===== config.mk =====
export PLATFORM = sky130hd
export DESIGN_NAME = if_stage
export DESIGN_NICKNAME = d
export VERILOG_FILES = /design/src/rtl/if_stage_pkg.sv /design/src/rtl/if_buffer.sv /design/src/rtl/if_stage.sv
export SDC_FILE = /design/constraint.sdc
export NUM_CORES = 1
export LEC_CHECK = 0
export CAP_MARGIN = 30
export CORE_MARGIN = 5
export CORE_UTILIZATION = 46
export CTS_CLUSTER_DIAMETER = 30
export DETAILED_ROUTE_END_ITERATION = 10
export HOLD_SLACK_MARGIN = 0.15
export PLACE_DENSITY = 0.72
export SYNTH_ARGS = -nofsm -noshare
export SYNTH_HDL_FRONTEND = slang
export SYNTH_SLANG_ARGS = --single-unit

===== constraint.sdc =====
create_clock -name CLK -period 4.4 [get_ports CLK]
set_input_delay 1.1 -clock CLK [delete_from_list [all_inputs] [get_ports CLK]]
set_output_delay 1.1 -clock CLK [all_outputs]
set_load 0.02 [all_outputs]

===== src/rtl/if_stage_pkg.sv =====
// Shared types and constants for the instruction fetch stage.
package if_stage_pkg;

  localparam int XLEN = 32;
  localparam logic [XLEN-1:0] INS_NOP = 32'h0000_0013;
  localparam logic [XLEN-1:0] PC_STEP = 32'd4;

  typedef enum logic [1:0] {BOOT, REQ, WAIT, DROP} if_state_e;

  typedef struct packed {
    logic [XLEN-1:0] pc;
    logic [XLEN-1:0] ins;
  } fetch_entry_t;

  function automatic logic [XLEN-1:0] word_align(input logic [XLEN-1:0] addr);
    return addr & ~32'h0000_0003;
  endfunction

endpackage


===== src/rtl/if_buffer.sv =====
// Small FIFO of fetched {PC, instruction} pairs sitting between fetch and decode.
// Clear wins over push/pop; pointers wrap naturally since depth is a power of two.
module if_buffer
  import if_stage_pkg::*;
#(
  parameter int BUF_DEPTH = 2,
  parameter int CNT_W     = $clog2(BUF_DEPTH) + 1
) (
  input  logic             clk_i,
  input  logic             rst_i,
  input  logic             clear_i,
  input  logic             push_i,
  input  fetch_entry_t     push_data_i,
  input  logic             pop_i,
  output logic [CNT_W-1:0] count_o,
  output fetch_entry_t     head_o
);

  localparam int AW = $clog2(BUF_DEPTH);
  localparam logic [CNT_W-1:0] FULL = CNT_W'(BUF_DEPTH);

  fetch_entry_t     mem_q [BUF_DEPTH];
  logic [AW-1:0]    rd_q, rd_d;
  logic [AW-1:0]    wr_q, wr_d;
  logic [CNT_W-1:0] count_q, count_d;
  logic             do_push, do_pop;

  assign do_pop  = pop_i && (count_q != '0);
  assign do_push = push_i && ((count_q != FULL) || do_pop);

  always_comb begin
    rd_d    = rd_q;
    wr_d    = wr_q;
    count_d = count_q;
    if (clear_i) begin
      rd_d    = '0;
      wr_d    = '0;
      count_d = '0;
    end else begin
      if (do_pop)  rd_d = rd_q + AW'(1);
      if (do_push) wr_d = wr_q + AW'(1);
      count_d = count_q + CNT_W'(do_push) - CNT_W'(do_pop);
    end
  end

  always_ff @(posedge clk_i or posedge rst_i) begin
    if (rst_i) begin
      rd_q    <= '0;
      wr_q    <= '0;
      count_q <= '0;
    end else begin
      rd_q    <= rd_d;
      wr_q    <= wr_d;
      count_q <= count_d;
    end
  end

  // Storage is data only; validity is tracked by count_q.
  always_ff @(posedge clk_i) begin
    if (do_push && !clear_i) mem_q[wr_q] <= push_data_i;
  end

  assign count_o = count_q;
  assign head_o  = mem_q[rd_q];

endmodule


===== src/rtl/if_stage.sv =====
// Instruction fetch stage: owns the PC, fetches over a valid/ready memory port and
// buffers instructions for decode. Optional perf counters under `IF_PERF_CNT_EN.
module if_stage
  import if_stage_pkg::*;
#(
  parameter logic [31:0] RESET_PC  = 32'h0000_0000,
  parameter int          BUF_DEPTH = 2
) (
  input  logic            CLK,
  input  logic            rst,
  input  logic            Stall,
  input  logic            Redirect,
  input  logic [XLEN-1:0] RedirectPC,
  output logic            IMReq,
  output logic [XLEN-1:0] IMAddr,
  input  logic            IMReady,
  input  logic            IMRValid,
  input  logic [XLEN-1:0] IMRData,
  output logic [XLEN-1:0] IFPC,
  output logic [XLEN-1:0] INS,
  output logic            IFValid,
  output logic            Flush
`ifdef IF_PERF_CNT_EN
  ,
  output logic [31:0]     FetchCnt,
  output logic [31:0]     RedirCnt
`endif
);

  localparam int CNT_W = $clog2(BUF_DEPTH) + 1;
  localparam logic [CNT_W:0] OCC_ONE   = (CNT_W+1)'(1);
  localparam logic [CNT_W:0] OCC_LIMIT = (CNT_W+1)'(BUF_DEPTH);

  if_state_e        state_q, state_d;
  logic [XLEN-1:0]  pc_q, pc_d;
  logic [XLEN-1:0]  req_pc_q, req_pc_d;
  logic [CNT_W-1:0] count;
  fetch_entry_t     head;
  fetch_entry_t     push_data;
  logic             push, pop, clear, fire, valid, slot_ok;
  logic [CNT_W:0]   occ;

  assign valid = (count != '0);
  assign pop   = valid && !Stall && !Redirect;

  // Occupancy if one more request were issued now; its response needs a slot.
  assign occ     = {1'b0, count} - {{CNT_W{1'b0}}, pop} + OCC_ONE;
  assign slot_ok = (occ < OCC_LIMIT);

  assign push_data = '{pc: req_pc_q, ins: IMRData};

  always_comb begin
    state_d  = state_q;
    pc_d     = pc_q;
    req_pc_d = req_pc_q;
    IMReq    = 1'b0;
    push     = 1'b0;
    clear    = 1'b0;
    fire     = 1'b0;

    case (state_q)
      BOOT: state_d = REQ;
      REQ: begin
        IMReq = slot_ok;
        fire  = IMReq && IMReady;
        if (fire) begin
          req_pc_d = pc_q;
          pc_d     = pc_q + PC_STEP;
          state_d  = WAIT;
        end
      end
      WAIT: begin
        IMReq = IMRValid && slot_ok;
        fire  = IMReq && IMReady;
        if (IMRValid) begin
          push = 1'b1;
          if (fire) begin
            req_pc_d = pc_q;
            pc_d     = pc_q + PC_STEP;
          end else begin
            state_d = REQ;
          end
        end
      end
      DROP: if (IMRValid) state_d = REQ;
      default: state_d = BOOT;
    endcase

    // A redirect flushes everything; a response still in flight must be swallowed.
    if (Redirect) begin
      IMReq    = 1'b0;
      fire     = 1'b0;
      push     = 1'b0;
      clear    = 1'b1;
      pc_d     = word_align(RedirectPC);
      req_pc_d = req_pc_q;
      if ((state_q == WAIT || state_q == DROP) && !IMRValid) state_d = DROP;
      else                                                   state_d = REQ;
    end
  end

  always_ff @(posedge CLK or posedge rst) begin
    if (rst) begin
      state_q  <= BOOT;
      pc_q     <= word_align(RESET_PC);
      req_pc_q <= word_align(RESET_PC);
    end else begin
      state_q  <= state_d;
      pc_q     <= pc_d;
      req_pc_q <= req_pc_d;
    end
  end

  if_buffer #(
    .BUF_DEPTH (BUF_DEPTH),
    .CNT_W     (CNT_W)
  ) u_buf (
    .clk_i       (CLK),
    .rst_i       (rst),
    .clear_i     (clear),
    .push_i      (push),
    .push_data_i (push_data),
    .pop_i       (pop),
    .count_o     (count),
    .head_o      (head)
  );

  assign IMAddr  = pc_q;
  assign IFValid = valid;
  assign Flush   = !valid;
  assign IFPC    = valid ? head.pc  : '0;
  assign INS     = valid ? head.ins : INS_NOP;

`ifdef IF_PERF_CNT_EN
  logic [31:0] fetch_cnt_q, redir_cnt_q;

  always_ff @(posedge CLK or posedge rst) begin
    if (rst) begin
      fetch_cnt_q <= '0;
      redir_cnt_q <= '0;
    end else begin
      if (push)     fetch_cnt_q <= fetch_cnt_q + 32'd1;
      if (Redirect) redir_cnt_q <= redir_cnt_q + 32'd1;
    end
  end

  assign FetchCnt = fetch_cnt_q;
  assign RedirCnt = redir_cnt_q;
`endif

endmodule


-- Word-level counts from Yosys, hierarchy flattened
Memories as Yosys holds them, arrays and structs flattened.
Cells that the tools add are included.
- flip-flop bits (word level): 70
- bits in latches: 0
- memory bits (writable): 128
- bits in read-only memories: 0
- bits of input ports: 70
- output and inout port bits: 99
- word-level logic and storage cells: 84
- memories kept: 1
- $add $sub $neg: 7
- $mul: 0
- div/mod/pow operators: 0
- order comparisons: 1
- equal/unequal tests: 12
- shift-type cells: 0
- muxes and demuxes: 31
- bitwise operators: 1
- reduce and logical (&&, ||, !) cells: 25
- memory list (memory ; depth ; bits a word ; rd ports ; clocked after memory_dff ; write ports ; RTL line ; RTL):
    u_buf.mem_q ; 2 ; 64 ; 1 ; 0 ; 1 ; if_buffer.sv:22 ; fetch_entry_t mem_q [BUF_DEPTH];
- operators with widths (cell ; number):
    two-way mux 32 bit ; 9
    one-hot mux 32 bit (2 select lines) ; 2
    adder 32 x 3 -> 32 bit, second input constant ; 1
    != test 3 bit, second input constant ; 5
    two-way mux 2 bit ; 7
    two-way mux 1 bit ; 11
    logical AND 1 bit ; 9
    != test 2 bit, second input constant ; 4
    one-hot mux 2 bit (4 select lines) ; 1
    AND reduction 4 bit ; 2
    nonzero test 2 bit ; 4
    logical NOT 1 bit ; 5
    AND reduction 5 bit ; 1
    equality test 2 bit, second input constant ; 2
    adder 3 x 1 -> 3 bit, second input constant ; 1
    < comparator 3 x 2 -> 1 bit, second input constant ; 1
    nonzero test 3 bit ; 1
    subtractor 2 x 1 -> 3 bit ; 1
    adder 1 bit, second input constant ; 2
    adder 2 x 1 -> 2 bit ; 1
    equality test 2 x 1 -> 1 bit, second input constant ; 1
    logical NOT 2 bit ; 1
    logical OR 1 bit ; 2
    one-hot mux 1 bit (2 select lines) ; 1
    2 further kinds ; 2

-- Logic depth before layout (Yosys ltp)
- depth in word-level cells: 12
- gate-level depth with buffers: 10
- depth with buffers taken out: 9

-- Cells and area by module
A second synthesis with hierarchy kept.
- cell total of the unflattened synthesis: 583
- area total of the unflattened synthesis: 8438.1 um^2
- by module, submodules not included (module ; times used ; cells an instance ; area each (um^2) ; sequential area each (um^2)):
    if_buffer ; 1 ; 221 ; 4874.7 ; 3943.8
    if_stage ; 1 ; 362 ; 3563.4 ; 1551.5

-- Worst setup path before layout
Ideal clock, no wire load.
- path kind: input to register
- from: in Redirect
- to: mem u_buf.mem_q[0][0] in the netlist's numbering, enable pin
- library setup time: 0.491 ns
- arrival: 4.425 ns
- data required time: 3.909 ns
- setup slack: -0.516 ns
- cell stages on the path: 3
- buffers on the path: 1
- cells stage by stage: clkbuf_1 > a311oi_1 > nor2b_1
- longest elaborated chain between the ends: 8
- elaborated cells between the ends (all ways): 11
- those cells by class: 4 x mux; 7 x reduce/logical
- RTL lines (what ; RTL line ; RTL):
    start: declaration ; if_stage.sv:12 ; input logic Redirect,
    logical NOT 1 bit ; if_stage.sv:44 ; assign pop = valid && !Stall && !Redirect;
    logical AND 1 bit ; if_stage.sv:44 ;
    logical AND 1 bit ; if_buffer.sv:28 ; assign do_pop = pop_i && (count_q != '0);
    logical OR 1 bit ; if_buffer.sv:29 ; assign do_push = push_i && ((count_q != FULL) || do_pop);
    logical AND 1 bit ; if_buffer.sv:29 ;
    logical AND 1 bit * ; if_buffer.sv:60 ; if (do_push && !clear_i) mem_q[wr_q] <= push_data_i;
    two-way mux 1 bit * ; if_buffer.sv:60 ;
    two-way mux 1 bit (implied by the code) * ; if_buffer.sv:60 ;
    end: declaration ; if_buffer.sv:22 ;
Every way passes the cells marked *; elsewhere a longest branch is shown, timed or not.

-- Worst setup path after layout
- from: in Redirect
- to: out IMReq
- longest elaborated chain between the ends: 8
- RTL lines (what ; RTL line ; RTL):
    logical NOT 1 bit ; if_stage.sv:44 ;
    logical AND 1 bit ; if_stage.sv:44 ;
    subtractor 2 x 1 -> 3 bit ; if_stage.sv:47 ; assign occ = {1'b0, count} - {{CNT_W{1'b0}}, pop} + OCC_ONE;
    adder 3 x 1 -> 3 bit ; if_stage.sv:47 ;
    < comparator 3 x 2 -> 1 bit ; if_stage.sv:48 ; assign slot_ok = (occ < OCC_LIMIT);
    logical AND 1 bit ; if_stage.sv:73 ; IMReq = IMRValid && slot_ok;
    one-hot mux 1 bit (2 select lines) ; if_stage.sv:61 ; case (state_q)
    two-way mux 1 bit * ; if_stage.sv:90 ; if (Redirect) begin
    end: declaration ; if_stage.sv:14 ; output logic IMReq,
Marked as above.

==> summary.txt <==
run status: finished clean
CTS Buffer Depth: 2
Post-CTS Hold Buffers: 0
Via Count: 5,489
min cycle time layout: 3.91 ns
Post-synth EDFFs: 124
GRT Residual Overflow: 0
count leader, synth: edfxtp_1
Rel. slew slack: 0.357
layout overhead on the synthesized area: 30.1%
Final setup viols: 0
final WL: 18,100 µm
Core ar.: 17,300 µm²
Final Non-Filler Cells: 1,002
Die Y: 143 µm
longest individual stage delay on the worst path: 0.67 ns
Site Rows: 48
Async SR Flop Fraction: 0.347
post-synthesis instance area: 8130 µm²
RSZ-0062 raised after global routing: no
Antenna Nets Post-Route: 0
GP Congestion: 0.808
synthesized flop and latch total: 190
CP startpoint kind: input port
Cell Chain, Critical Path: clkdlybuf4s50_1 > or3_1 > a221oi_1 > clkdlybuf4s50_1
port buffer count: 162
CTS tree: yes
delay-heaviest family, CP: buffers and inverters
final setup TNS: 0 ns
clock root buffer: clkbuf_16
MaxCap Viol Count: 0
Worst-Skew Late Latency: 0.42 ns
layout cell share with drive strength beyond 1: 0.106
Slew @ Worst Pin: 0.964 ns
Synth area leaders: edfxtp_1 46%, dfrtp_1 20%, mux2i_1 7.8%
most frequent cells after synthesis: 124 x edfxtp_1, 76 x nor2_1, 66 x dfrtp_1
Final Cycle Share: 0.890
Starting Density: 0.470
DRT Pass-1 Iters: 6
CTS Sinks: 190
cts bufs inserted: 17
die footprint: 20,400 µm²
n_diodes: 0
Seq/Total Area, Yosys: 0.661
Wirelength per Cell: 18.0 µm
post-synthesis cell type count: 53
critical path buffer and inverter count: 2
share of the synthesized area in the top cell type: 0.458
Power Total: 4.65 mW
Crit path top cell by count: clkdlybuf4s50_1
# DRC: 0
cell at the slowest stage of the critical path: clkdlybuf4s50_1
Ys Warns: 0
Post-Syn Area per Cell: 13.4 µm²
H-tree depth: 4
Leakage: 3.61 nW
Post-CTS Setup Bufs: 0
critical setup path kind: in2out
dpl cells: 970
Setup Skew: 0.00723 ns
Critical Path End Type: primary output
area leader, netlist: edfxtp_1
final slew viol count: 0
pin count of the biggest net entering global routing: 63
final hold vios: 0
top_reg_cell synth: edfxtp_1
number of global-route vias before repair: 5,480
Post-CTS Resized: 0
Max Freq: 255 MHz
HP Class: reg2reg
NumNets Final: 840
P per Cell Area: 440 nW/µm²
clk slew on worst S/H paths: 0.07 ns
CP required: 3.30 ns
GRT Resource Usage Total: 0.181
DRT iter0 DRCs: 286
VDD IR-drop max: 0.000305 V
Fin Hold WS: 0.469 ns
via-per-instance ratio: 5.48
post-DP HPWL: 12,400 µm
fillcell total: 1,347
instance count of the mapped netlist: 606
first-pass GRT wire length: 28,900 µm
IO Count: 169
crit path max fanout: 2
die width: 143 µm
antenna violations before repair: 0
arrival time worst endpoint: 2.81 ns
-- cell usage in the layout, fill, tap and decap left out, drive strengths merged, types with 2 or more instances in the layout --
master / n
nor4: 3
conb: 4
or4: 17
mux2i: 63
mux2: 31
and3: 5
inv: 16
o21ai: 12
xor2: 4
edfxtp: 124
nand2: 27
clkdlybuf4s50: 162
and2: 2
o22ai: 2
clkinv: 5
a31oi: 17
xnor2: 2
nor3: 6
a21oi: 5
clkbuf: 21
o31ai: 13
o21bai: 2
a211oi: 2
nor2: 76
ha: 6
buf: 12
and4: 7
nand2b: 3
nor2b: 7
nand4: 9
or3: 4
a22oi: 4
nand3: 18
o211ai: 5
dfrtp: 66
-- report_power, final --
part	internal (mW)	switching [mW]
Sequential	2.19	0.197
Combinational	0.438	0.403
Clock	0.787	0.640
-- area by class of cell --
class	count	area [µm²]	share of cell area
Timing Repair Buffer	174	1760	0.166
Clock inverter	11	109	0.0103
Clock buffer	21	440	0.0417
Tap cell	225	282	0.0266
Multi-Input combinational cell	369	2560	0.242
Inverter	12	45.0	0.00426
Sequential cell	190	5380	0.509
-- path summary, 6_finish.rpt --
path                                   from                  to  slack [ns]  cells past startpoint
min reg2reg                    req_pc_q[31]  u_buf.mem_q[1][63]        0.47                      0
max reg2reg                u_buf.count_o[1]    u_buf.count_o[1]        1.71                     10
max                                Redirect               IMReq        0.49                      4
max in group asynchronous               rst           IMAddr[8]        2.50                      3
min in group asynchronous               rst           IMAddr[5]        1.13                      2
min                            req_pc_q[31]  u_buf.mem_q[1][63]        0.47                      0
-- worst register-to-register path, delay by kind of cell, from the launching register on --
kind	cells	cell delay [ns]
buffers and inverters	3	0.81
AND/OR/NAND/NOR	3	0.52
adder cells (fa/ha/maj)	2	0.49
flip-flops	1	0.44
XOR/XNOR	2	0.29
-- logic make-up after synthesis --
kind of cell,after synthesis,share of synthesized area
other,1,0.000461
buffers and inverters,50,0.0263
and+or+nand+nor,189,0.117
muxes,94,0.121
xor gates and xnor gates,6,0.00647
adders and majority gates,6,0.00924
AOI/OAI and AO/OA,70,0.0585
DFF,190,0.661
-- metal layers --
layer | GRT usage | share of wire | wire length [µm] | vias to the layer above
li1 | - | - | - | 2582
met2 | 0.301 | 0.50 | 9100 | 179
met3 | 0.0325 | 0.046 | 832 | 16
met4 | 0.0605 | 0.012 | 212 | 0
met1 | 0.242 | 0.44 | 7920 | 2712
met5 | 0 | 0 | 0 | -
-- registers in the layout, indices dropped and copies added, names as in the netlist --
name	count
u_buf.wr_q	1
IMAddr	30
u_buf.mem_q	124
u_buf.count_o	2
u_buf.rd_q	1
state_q	2
req_pc_q	30
-- stage by stage --
stage          worst slack [ns]   util  instance area, µm²
4_1_cts                   0.443  0.611               10600
2_1_floorplan             0.663      -                8140
6_report                  0.485  0.611               10600
3_5_place_dp              0.443  0.580               10000
5_1_grt                   0.393  0.611               10600
3_3_place_gp              0.462  0.578               10000
Note: power is estimated with default switching activity, not from simulation.
